<file path="src/rtl/syscall_unit_if.sv">
// syscall_unit_if: request, pipeline-control, memory-read and byte-stream
// signals shared between the syscall unit and the rest of the core.
//
// Byte stream handshake: the producer raises out_valid with out_data and
// holds both unchanged until a rising edge where out_valid & out_ready are
// both high; that edge is the transfer. out_ready may toggle freely and has
// no effect while out_valid is low.
interface syscall_unit_if;
    logic        sys_req;
    logic [31:0] regv;
    logic [31:0] rega;
    logic        stall;
    logic        busy;
    logic        halt;
    logic        mem_rd;
    logic [31:0] mem_addr;
    logic [31:0] mem_rdata;
    logic        out_valid;
    logic [7:0]  out_data;
    logic        out_ready;

    // Pipeline, memory and console side.
    modport master (
        output sys_req, regv, rega, mem_rdata, out_ready,
        input  stall, busy, halt, mem_rd, mem_addr, out_valid, out_data
    );

    // The syscall unit itself.
    modport slave (
        input  sys_req, regv, rega, mem_rdata, out_ready,
        output stall, busy, halt, mem_rd, mem_addr, out_valid, out_data
    );
endinterface

</file>
<file path="src/rtl/syscall_unit.sv">
// syscall_unit: services syscalls retired in writeback. Print char (11),
// print string (4), exit (10) and, when SYSCALL_PRINT_INT_EN is defined,
// print signed int (1). Other codes are a one-cycle no-op. Without
// SYSCALL_PRINT_INT_EN, code 1 also takes the no-op path.
// dbgState exposes the FSM state for debug and checkers.
module syscall_unit #(
    parameter int DIGITS = 10
) (
    input  logic           clk,
    input  logic           reset,
    syscall_unit_if.slave  bus,
    output logic [3:0]     dbgState
);

    typedef enum logic [3:0] {
        IDLE       = 4'd0,
        CHAR       = 4'd1,
        STR_RD     = 4'd2,
        STR_WAIT   = 4'd3,
        STR_OUT    = 4'd4,
        INT_CONV   = 4'd5,
        INT_EMIT   = 4'd6,
        NOP        = 4'd7,
        EXIT       = 4'd8
    } stateE;

    stateE       state;
    stateE       nextState;

    logic [31:0] addr;       // byte address of the next string character
    logic [7:0]  outByte;    // byte presented in CHAR / STR_OUT
    logic        haltReg;
    logic        outValid;
    logic        transfer;
    logic        startReq;
    logic [7:0]  laneByte;

`ifdef SYSCALL_PRINT_INT_EN
    localparam int CW = $clog2(DIGITS + 1);

    logic [31:0] mag;          // remaining unsigned magnitude
    logic [31:0] magNext;
    logic [3:0]  digit;
    logic        negPending;   // '-' still to be emitted
    logic [3:0]  digits [DIGITS];
    logic [CW-1:0] cnt;        // digits currently held in the buffer

    assign magNext = mag / 32'd10;
    assign digit   = 4'(mag % 32'd10);
`endif

    assign transfer = outValid & bus.out_ready;
    assign startReq = (state == IDLE) & bus.sys_req & ~haltReg;

    // Select the little-endian byte lane addressed by the low address bits.
    always_comb begin
        laneByte = 8'h00;
        case (addr[1:0])
            2'd0: laneByte = bus.mem_rdata[7:0];
            2'd1: laneByte = bus.mem_rdata[15:8];
            2'd2: laneByte = bus.mem_rdata[23:16];
            2'd3: laneByte = bus.mem_rdata[31:24];
            default: laneByte = 8'h00;
        endcase
    end

    // State register; reset abandons any service in progress.
    always_ff @(posedge clk) begin
        if (reset) begin
            state <= IDLE;
        end else begin
            state <= nextState;
        end
    end

    // Next-state logic: dispatch on the service code, then walk the service.
    always_comb begin
        nextState = state;
        case (state)
            IDLE: begin
                if (startReq) begin
                    if (bus.regv == 32'd11) begin
                        nextState = CHAR;
                    end else if (bus.regv == 32'd4) begin
                        nextState = STR_RD;
                    end else if (bus.regv == 32'd10) begin
                        nextState = EXIT;
`ifdef SYSCALL_PRINT_INT_EN
                    end else if (bus.regv == 32'd1) begin
                        nextState = INT_CONV;
`endif
                    end else begin
                        nextState = NOP;
                    end
                end
            end
            CHAR:     if (transfer) nextState = IDLE;
            STR_RD:   nextState = STR_WAIT;
            STR_WAIT: nextState = (laneByte == 8'h00) ? IDLE : STR_OUT;
            STR_OUT:  if (transfer) nextState = STR_RD;
`ifdef SYSCALL_PRINT_INT_EN
            INT_CONV: if (magNext == 32'd0) nextState = INT_EMIT;
            INT_EMIT: if (transfer && !negPending && cnt == CW'(1)) nextState = IDLE;
`endif
            NOP:      nextState = IDLE;
            EXIT:     nextState = IDLE;
            default:  nextState = IDLE;
        endcase
    end

    // Output decode from the current state and held datapath registers.
    always_comb begin
        outValid = 1'b0;
        bus.out_data = 8'h00;
        bus.mem_rd = 1'b0;
        case (state)
            CHAR, STR_OUT: begin
                outValid = 1'b1;
                bus.out_data = outByte;
            end
            STR_RD: bus.mem_rd = 1'b1;
`ifdef SYSCALL_PRINT_INT_EN
            INT_EMIT: begin
                outValid = 1'b1;
                bus.out_data = negPending ? 8'h2D : (8'h30 + {4'h0, digits[cnt - CW'(1)]});
            end
`endif
            default: ;
        endcase
    end

    assign bus.out_valid = outValid;
    assign bus.busy      = (state != IDLE);
    assign bus.halt      = haltReg;
    assign bus.stall     = (state != IDLE) | (bus.sys_req & ~haltReg);
    assign bus.mem_addr  = {addr[31:2], 2'b00};
    assign dbgState      = state;

    // Datapath: latch the argument on dispatch and advance per service.
    always_ff @(posedge clk) begin
        if (reset) begin
            addr       <= 32'd0;
            outByte    <= 8'h00;
            haltReg    <= 1'b0;
`ifdef SYSCALL_PRINT_INT_EN
            mag        <= 32'd0;
            negPending <= 1'b0;
            cnt        <= '0;
`endif
        end else begin
            case (state)
                IDLE: begin
                    if (startReq) begin
                        outByte <= bus.rega[7:0];
                        if (bus.regv == 32'd4) addr <= bus.rega;
`ifdef SYSCALL_PRINT_INT_EN
                        // Unsigned negation keeps -2^31 exact as 2^31.
                        mag        <= bus.rega[31] ? (32'd0 - bus.rega) : bus.rega;
                        negPending <= bus.rega[31];
                        cnt        <= '0;
`endif
                    end
                end
                STR_WAIT: outByte <= laneByte;
                STR_OUT:  if (transfer) addr <= addr + 32'd1;
                EXIT:     haltReg <= 1'b1;
`ifdef SYSCALL_PRINT_INT_EN
                INT_CONV: begin
                    digits[cnt] <= digit;
                    cnt         <= cnt + CW'(1);
                    mag         <= magNext;
                end
                INT_EMIT: begin
                    if (transfer) begin
                        if (negPending) negPending <= 1'b0;
                        else            cnt <= cnt - CW'(1);
                    end
                end
`endif
                default: ;
            endcase
        end
    end

endmodule

</file>
<file path="src/flat_wrapper.sv">
// flat-port wrapper written by rule: the top's interface ports become plain ports
module syscall_unit_flat 
#(
    parameter int DIGITS = 10
)
  (clk, reset, dbgState, bus_sys_req, bus_regv, bus_rega, bus_mem_rdata, bus_out_ready, bus_stall, bus_busy, bus_halt, bus_mem_rd, bus_mem_addr, bus_out_valid, bus_out_data);
  syscall_unit_if bus_i ();
  input  logic clk;
  input  logic reset;
  output logic [3:0] dbgState;
  input wire logic [$bits(bus_i.sys_req)-1:0] bus_sys_req;
  input wire logic [$bits(bus_i.regv)-1:0] bus_regv;
  input wire logic [$bits(bus_i.rega)-1:0] bus_rega;
  input wire logic [$bits(bus_i.mem_rdata)-1:0] bus_mem_rdata;
  input wire logic [$bits(bus_i.out_ready)-1:0] bus_out_ready;
  output wire logic [$bits(bus_i.stall)-1:0] bus_stall;
  output wire logic [$bits(bus_i.busy)-1:0] bus_busy;
  output wire logic [$bits(bus_i.halt)-1:0] bus_halt;
  output wire logic [$bits(bus_i.mem_rd)-1:0] bus_mem_rd;
  output wire logic [$bits(bus_i.mem_addr)-1:0] bus_mem_addr;
  output wire logic [$bits(bus_i.out_valid)-1:0] bus_out_valid;
  output wire logic [$bits(bus_i.out_data)-1:0] bus_out_data;
  assign bus_i.sys_req = bus_sys_req;
  assign bus_i.regv = bus_regv;
  assign bus_i.rega = bus_rega;
  assign bus_i.mem_rdata = bus_mem_rdata;
  assign bus_i.out_ready = bus_out_ready;
  assign bus_stall = bus_i.stall;
  assign bus_busy = bus_i.busy;
  assign bus_halt = bus_i.halt;
  assign bus_mem_rd = bus_i.mem_rd;
  assign bus_mem_addr = bus_i.mem_addr;
  assign bus_out_valid = bus_i.out_valid;
  assign bus_out_data = bus_i.out_data;
  syscall_unit #(.DIGITS(DIGITS)) u_core (.clk(clk), .reset(reset), .bus(bus_i), .dbgState(dbgState));
endmodule
</file>
<file path="config.mk">
export PLATFORM = sky130hd
export DESIGN_NAME = syscall_unit_flat
export DESIGN_NICKNAME = d
export VERILOG_FILES = /design/src/rtl/syscall_unit_if.sv /design/src/rtl/syscall_unit.sv /design/src/flat_wrapper.sv
export SDC_FILE = /design/constraint.sdc
export NUM_CORES = 1
export LEC_CHECK = 0
export ABC_AREA = 1
export CAP_MARGIN = 25
export CORE_MARGIN = 4
export CORE_UTILIZATION = 49
export CTS_CLUSTER_DIAMETER = 40
export CTS_CLUSTER_SIZE = 8
export DETAILED_ROUTE_END_ITERATION = 10
export GPL_TIMING_DRIVEN = 0
export PLACE_DENSITY = 0.88
export SETUP_SLACK_MARGIN = 0.2
export SKIP_CTS_REPAIR_TIMING = 1
export SLEW_MARGIN = 30
export SYNTH_ARGS = -nofsm -noshare
export SYNTH_HDL_FRONTEND = slang
export SYNTH_SLANG_ARGS = --single-unit
</file>
<file path="constraint.sdc">
create_clock -name clk -period 3.1 [get_ports clk]
set_input_delay 0.62 -clock clk [delete_from_list [all_inputs] [get_ports clk]]
set_output_delay 0.62 -clock clk [all_outputs]
set_load 0.01 [all_outputs]
</file>
==> results.yml, run 1 <==
synthesis:
  yosysSeqAreaShare: 0.227
  synth_seq_cells: 45
  ys.warnings.count: 0
  netlist_area_mm2: 0.00397
  yosys.area.top_type: "dfxtp_1"
  synthCells: 673
  synthTopCellsByArea: "dfxtp_1 23%, nand2_1 20%, nor2_1 11%"
  syn-mean-instance-area_um2: 5.90
  synthFlopType: "dfxtp_1"
  ys_async_sr_fraction: 0
  yosysTopAreaCellShare: 0.227
  synth.distinct_cells: 46
  synth-edff-count: 0
grt:
  grt_pass1_vias: 4755
  grt_start_max_net_pins: 14
  grt_pass1_wl_um: 22200
  antenna_found_initial: 0
  grt_use_total: 0.277
  grt-ovfl-total: 0
min_path:
  worstHoldPathType: "reg2reg"
  min_from: "u_core.outByte[0]"
clocking:
  root_buffer: "clkbuf_8"
  cts_tree: "built"
  path_clk_slew_ns: 0.10
  numCtsBuffers: 5
  cts_buffer_depth: 2
  cts_sinks: 45
  cts_htree_levels: 2
  insertion_delay_ns: 0.30
timing:
  finalSetupViolCount: 0
  setup_ws_ns: 0.252
  fmax_mhz: 351
  slew_viol_final: 0
  period_share: 0.919
  maxSlewHeadroom: 0.433
  finalHoldViolCount: 0
  rsz0062_at_grt: "false"
  tightest_slew_ns: 0.851
  fin_tns_setup_ns: 0
  skew_ns: 0.0112
  min_period_ns: 2.85
routing:
  drcViolationCount: 0
  drt-total-wl_um: 13900
  viasPerCell: 5.18
  drt_iter0_markers: 281
  via_count: 4839
  first_pass_iters: 5
  wl_per_cell_um: 14.8
  ant_nets: 0
worst_setup_path:
  path_max_fanout: 5
  crit_required_ns: 2.48
  startpoint_type: "flop"
  cp_slowest_cell: "clkdlybuf4s50_1"
  rr_startpoint: "u_core.addr[0]"
  crit_arrival_ns: 2.23
  criticalPathCategory: "reg2out"
  critPathLaunch: "u_core.dbgState[0]"
  crit_chain: "inv_2 > o31ai_4 > clkinvlp_4 > nor2_1 > clkdlybuf4s50_1"
  max_stage_delay_ns: 0.57
  end_kind: "output pin"
finish:
  final_cells: 935
  fin_nets: 937
  final_common_cell: "nand2_1"
  areaGrowthSynthToFinish_pct: 44.2
  design_area_mm2: 0.00573
  num_antenna_cells: 0
  layout-drive-gt1-share: 0.138
  layout_common_cells: "208 x nand2_1, 146 x clkdlybuf4s50_1, 113 x nor2_1"
die:
  io_pins: 149
  die_width_um: 98.0
  die_y_um: 98.0
  num_rows: 32
  initial_core_util: 0.509
  coreArea_mm2: 0.00781
  dieArea_mm2: 0.00961
placed_design:
  port_buffers: 146
  place_hpwl_um: 11100
  gp_congestion: 0.989
  pre_cts_slack_ns: 0.613
  place_area_mm2: 0.00556
  dp_cells: 922
power:
  leakagePower_nw: 2.26
  power.density_mw_per_mm2: 767
  peakVddDrop_uv: 351
run_status:
  status: "completed"
job:
  max_cap_viol_count: 0
[through the flow]
stage          hold slack (ns)   util  power (mW)
2_1_floorplan            0.444      -        2.81
3_3_place_gp             0.472  0.713        3.79
6_report                 0.490  0.733        4.39
4_1_cts                  0.493  0.726        4.31
3_5_place_dp             0.481  0.713        3.86
5_1_grt                  0.520  0.733        4.71
[final cells by class]
cell class	count	area, um^2
repair inverters	1	7.51
clock buffers	5	68.8
well taps	102	128
inverters	61	229
fillers	695	2080
multi-input cells	514	2470
repair buffers	151	1500
plain buffers	54	388
flip-flops and latches	45	901
clock inverters	2	35.0
[state kept, by name (all words and copies together) (netlist names)]
name and cells:
u_core.dbgState 4, u_core.bus.halt 1, u_core.outByte 8, u_core.addr 32
[per-layer routing]
| metal | part of all wire | global-route usage | wire (um) |
|---|---|---|---|
| met5 | 0 | 0 | 0 |
| met4 | 0.030 | 0.0927 | 410 |
| met3 | 0.081 | 0.0557 | 1120 |
| met2 | 0.49 | 0.493 | 6730 |
| met1 | 0.40 | 0.331 | 5610 |
[power by group]
part	total (mW)	leakage (nW)	switching (mW)	internal, mW
sequential	1.15	0.369	0.330	0.818
clock	0.446	0.0540	0.211	0.235
combinational	2.80	1.84	1.42	1.38
[cells by family after synthesis]
| family | Yosys count | synth area share |
|---|---|---|
| fa+ha+maj | 4 | 0.0126 |
| other cells | 1 | 0.000944 |
| compound gates | 99 | 0.147 |
| mux | 1 | 0.00252 |
| xor+xnor | 9 | 0.0198 |
| flops | 45 | 0.227 |
| simple gates | 399 | 0.435 |
| buf+inv | 115 | 0.155 |
[critical path: cells and delay by family, from the launching register on]
| family | cells | cell delay (ns) |
|---|---|---|
| buffers and inverters | 3 | 0.92 |
| DFF | 1 | 0.49 |
| AOI/OAI and AO/OA | 1 | 0.40 |
| and+or+nand+nor | 1 | 0.12 |
[synth_stat cells (2+ instances only)]
master	n
o21ai_0	31
nand2_2	5
nand2_4	2
a31oi_1	2
a21oi_2	7
nor2_2	13
nor2_4	2
dfxtp_1	45
clkbuf_1	6
nand2_1	208
xnor2_1	3
or2_1	4
inv_1	50
nand3_1	17
xor2_1	6
a221oi_1	4
o21ai_1	15
or2_2	8
nor2_8	2
nor2_1	113
a21oi_1	28
buf_6	5
buf_4	32
nor3_1	7
nand3b_1	7
nand4_1	7
buf_2	9
o22ai_1	4
inv_2	11
ha_1	4
[final timing paths]
path              slack [ns]                  to  cells after the start
hold / removal          0.49   u_core.outByte[0]                      2
hold reg to reg         0.49   u_core.outByte[0]                      2
setup / recovery        0.25     bus_out_data[3]                      5
setup reg to reg        0.95  u_core.dbgState[2]                     13
(Power assumes the default switching activity.)
==> inputs of run 2 (changes only) <==
--- a/config.mk
+++ b/config.mk
@@ -5,15 +5,14 @@
 export SDC_FILE = /design/constraint.sdc
 export NUM_CORES = 1
 export LEC_CHECK = 0
-export ABC_AREA = 1
 export CAP_MARGIN = 25
 export CORE_MARGIN = 4
-export CORE_UTILIZATION = 49
+export CORE_UTILIZATION = 47
 export CTS_CLUSTER_DIAMETER = 40
 export CTS_CLUSTER_SIZE = 8
 export DETAILED_ROUTE_END_ITERATION = 10
 export GPL_TIMING_DRIVEN = 0
-export PLACE_DENSITY = 0.88
+export PLACE_DENSITY = 0.87
 export SETUP_SLACK_MARGIN = 0.2
 export SKIP_CTS_REPAIR_TIMING = 1
 export SLEW_MARGIN = 30
==> results.yml, run 2 <==
run_status:
  status: "completed"
synthesis:
  ys.warnings.count: 0
  ys_async_sr_fraction: 0
  synth_top_family_by_area: "compound AO/OA/AOI/OAI gates"
  synth-adder-area-share: 0.0141
  yosysMostFrequentCell: "nand2_1"
  ys_top_cells_by_count: "57 x nand2_1, 45 x dfxtp_1, 39 x a21oi_1"
  synthTopCellsByArea: "dfxtp_1 25%, buf_4 6.8%, nand2_1 6.0%"
  syn-mean-instance-area_um2: 7.36
  synth_mux_area_frac: 0
  yosysSeqAreaShare: 0.254
  synth_xor_area_frac: 0.00247
  synth.distinct_cells: 58
  yosysTopAreaCellShare: 0.254
  netlist_area_mm2: 0.00354
  synthCells: 481
  synth-edff-count: 0
  synth_seq_cells: 45
  yosys.area.top_type: "dfxtp_1"
  synthFlopType: "dfxtp_1"
  synth_compound_gate_area_share: 0.306
  synth_simple_gate_area_frac: 0.297
timing:
  period_share: 0.909
  skew_ns: 0.0108
  finalSetupViolCount: 0
  fin_tns_setup_ns: 0
  finalHoldViolCount: 0
  setup_ws_ns: 0.283
  maxSlewHeadroom: 0.333
  slew_viol_final: 0
  fmax_mhz: 355
  min_period_ns: 2.82
  tightest_slew_ns: 0.991
  rsz0062_at_grt: "true"
clocking:
  insertion_delay_ns: 0.31
  path_clk_slew_ns: 0.08
  numCtsBuffers: 5
  cts_tree: "built"
  cts_sinks: 45
  cts_htree_levels: 2
  cts_buffer_depth: 2
  root_buffer: "clkbuf_8"
placed_design:
  pre_cts_slack_ns: 0.0138
  port_buffers: 146
  place_hpwl_um: 10500
  gp_congestion: 0.973
  dp_cells: 727
routing:
  drcViolationCount: 0
  viasPerCell: 6.32
  drt_iter0_markers: 564
  drt-total-wl_um: 13900
  ant_nets: 0
  via_count: 4672
  wl_per_cell_um: 18.9
  first_pass_iters: 8
grt:
  grt_start_max_net_pins: 14
  grt_pass1_vias: 4478
  grt-ovfl-total: 0
  antenna_found_initial: 0
  grt_pass1_wl_um: 21500
  grt_use_total: 0.300
power:
  power.density_mw_per_mm2: 790
  peakVddDrop_uv: 647
  leakagePower_nw: 1.94
worst_setup_path:
  crit_chain: "clkdlybuf4s50_1 > nor2b_2 > clkbuf_2 > nand2b_1 > clkdlybuf4s50_1"
  startpoint_type: "input port"
  criticalPathCategory: "in2out"
  max_stage_delay_ns: 0.54
  crit_required_ns: 2.48
  path_max_fanout: 10
  crit_arrival_ns: 2.20
  cp_slowest_cell: "clkdlybuf4s50_1"
  crit_path_frequent_cell: "clkdlybuf4s50_1"
  cp_top_family: "buffers and inverters"
  end_kind: "output pin"
  worst-path-buf-inv: 3
finish:
  final_cells: 739
  num_antenna_cells: 0
  final_common_cell: "clkdlybuf4s50_1"
  multi_input_area_mm2: 0.00224
  nFillCells: 591
  fin_nets: 744
  fin_util: 0.729
  largest_reg_flops: 32
  regMostFlops: "u_core.addr"
  register_area_um2: 901
  layout-drive-gt1-share: 0.108
  layout_common_cells: "146 x clkdlybuf4s50_1, 57 x nand2_1, 45 x dfxtp_1"
  areaGrowthSynthToFinish_pct: 50.0
min_path:
  worstHoldPathType: "reg2reg"
die:
  dieArea_mm2: 0.00899
  die_y_um: 94.8
  coreArea_mm2: 0.00729
  io_pins: 149
  die_width_um: 94.8
  num_rows: 31
  initial_core_util: 0.486
job:
  max_cap_viol_count: 0
run 2: cell count changes in the layout (fill, tap and decap cells not counted), sizes merged, moves of 13 or more:
cell,change
nor4,+15
clkbuf,+23
inv,-51
or2,-13
nor2,-92
a22oi,+14
o32ai,+20
nand2,-158
o21ai,-41
run 2: area by class of cell:
cell class / count / share of cell area
inverter: 10 / 0.00707
timing repair buffer: 151 / 0.282
clock inverter: 2 / 0.00659
buffer: 70 / 0.0768
sequential: 45 / 0.170
multi-input combinational: 357 / 0.422
clock buffer: 5 / 0.0130
tap: 99 / 0.0233
run 2: kinds of logic after synthesis:
group	count (synthesis)
AOI/OAI and AO/OA	147
and+or+nand+nor	203
DFF	45
buffers and inverters	80
adders and majority gates	4
other	1
xor gates and xnor gates	1
run 2: metal layers:
| metal | routed length (um) | global-route usage | up-vias |
|---|---|---|---|
| li1 | - | - | 2136 |
| met1 | 5260 | 0.369 | 2092 |
| met2 | 6450 | 0.492 | 375 |
| met3 | 1640 | 0.0622 | 69 |
| met4 | 591 | 0.153 | 0 |
| met5 | 0 | 0 | - |
run 2: worst register-to-register path: cells and delay by family, from the launching register on:
family,cells,cell delay (ns)
AO/OA/AOI/OAI,3,0.67
buffers and inverters,2,0.55
flip-flops,1,0.34
AND/OR/NAND/NOR,2,0.86
run 2: worst paths after layout:
path / startpoint / to / slack [ns] / cells after the start
worst max-delay path: bus_sys_req / bus_stall / 0.28 / 5
worst min-delay path: u_core.outByte[2] / u_core.outByte[2] / 0.50 / 2
worst max register to register: u_core.dbgState[1] / u_core.addr[25] / 0.54 / 7
worst min register to register: u_core.outByte[2] / u_core.outByte[2] / 0.50 / 2
run 2: power by group:
group / internal [mW] / switching, mW
Sequential: 0.791 / 0.272
Clock: 0.235 / 0.217
Combinational: 1.28 / 1.40
run 2: metrics by stage:
step | cell area, um^2 | hold slack [ns] | power (mW)
floorplan | 3550 | 0.446 | 2.60
global placement | 5130 | 0.469 | 3.57
detailed placement | 5130 | 0.473 | 3.62
CTS | 5240 | 0.495 | 4.08
global route | 5310 | 0.509 | 4.45
finish | 5310 | 0.503 | 4.20
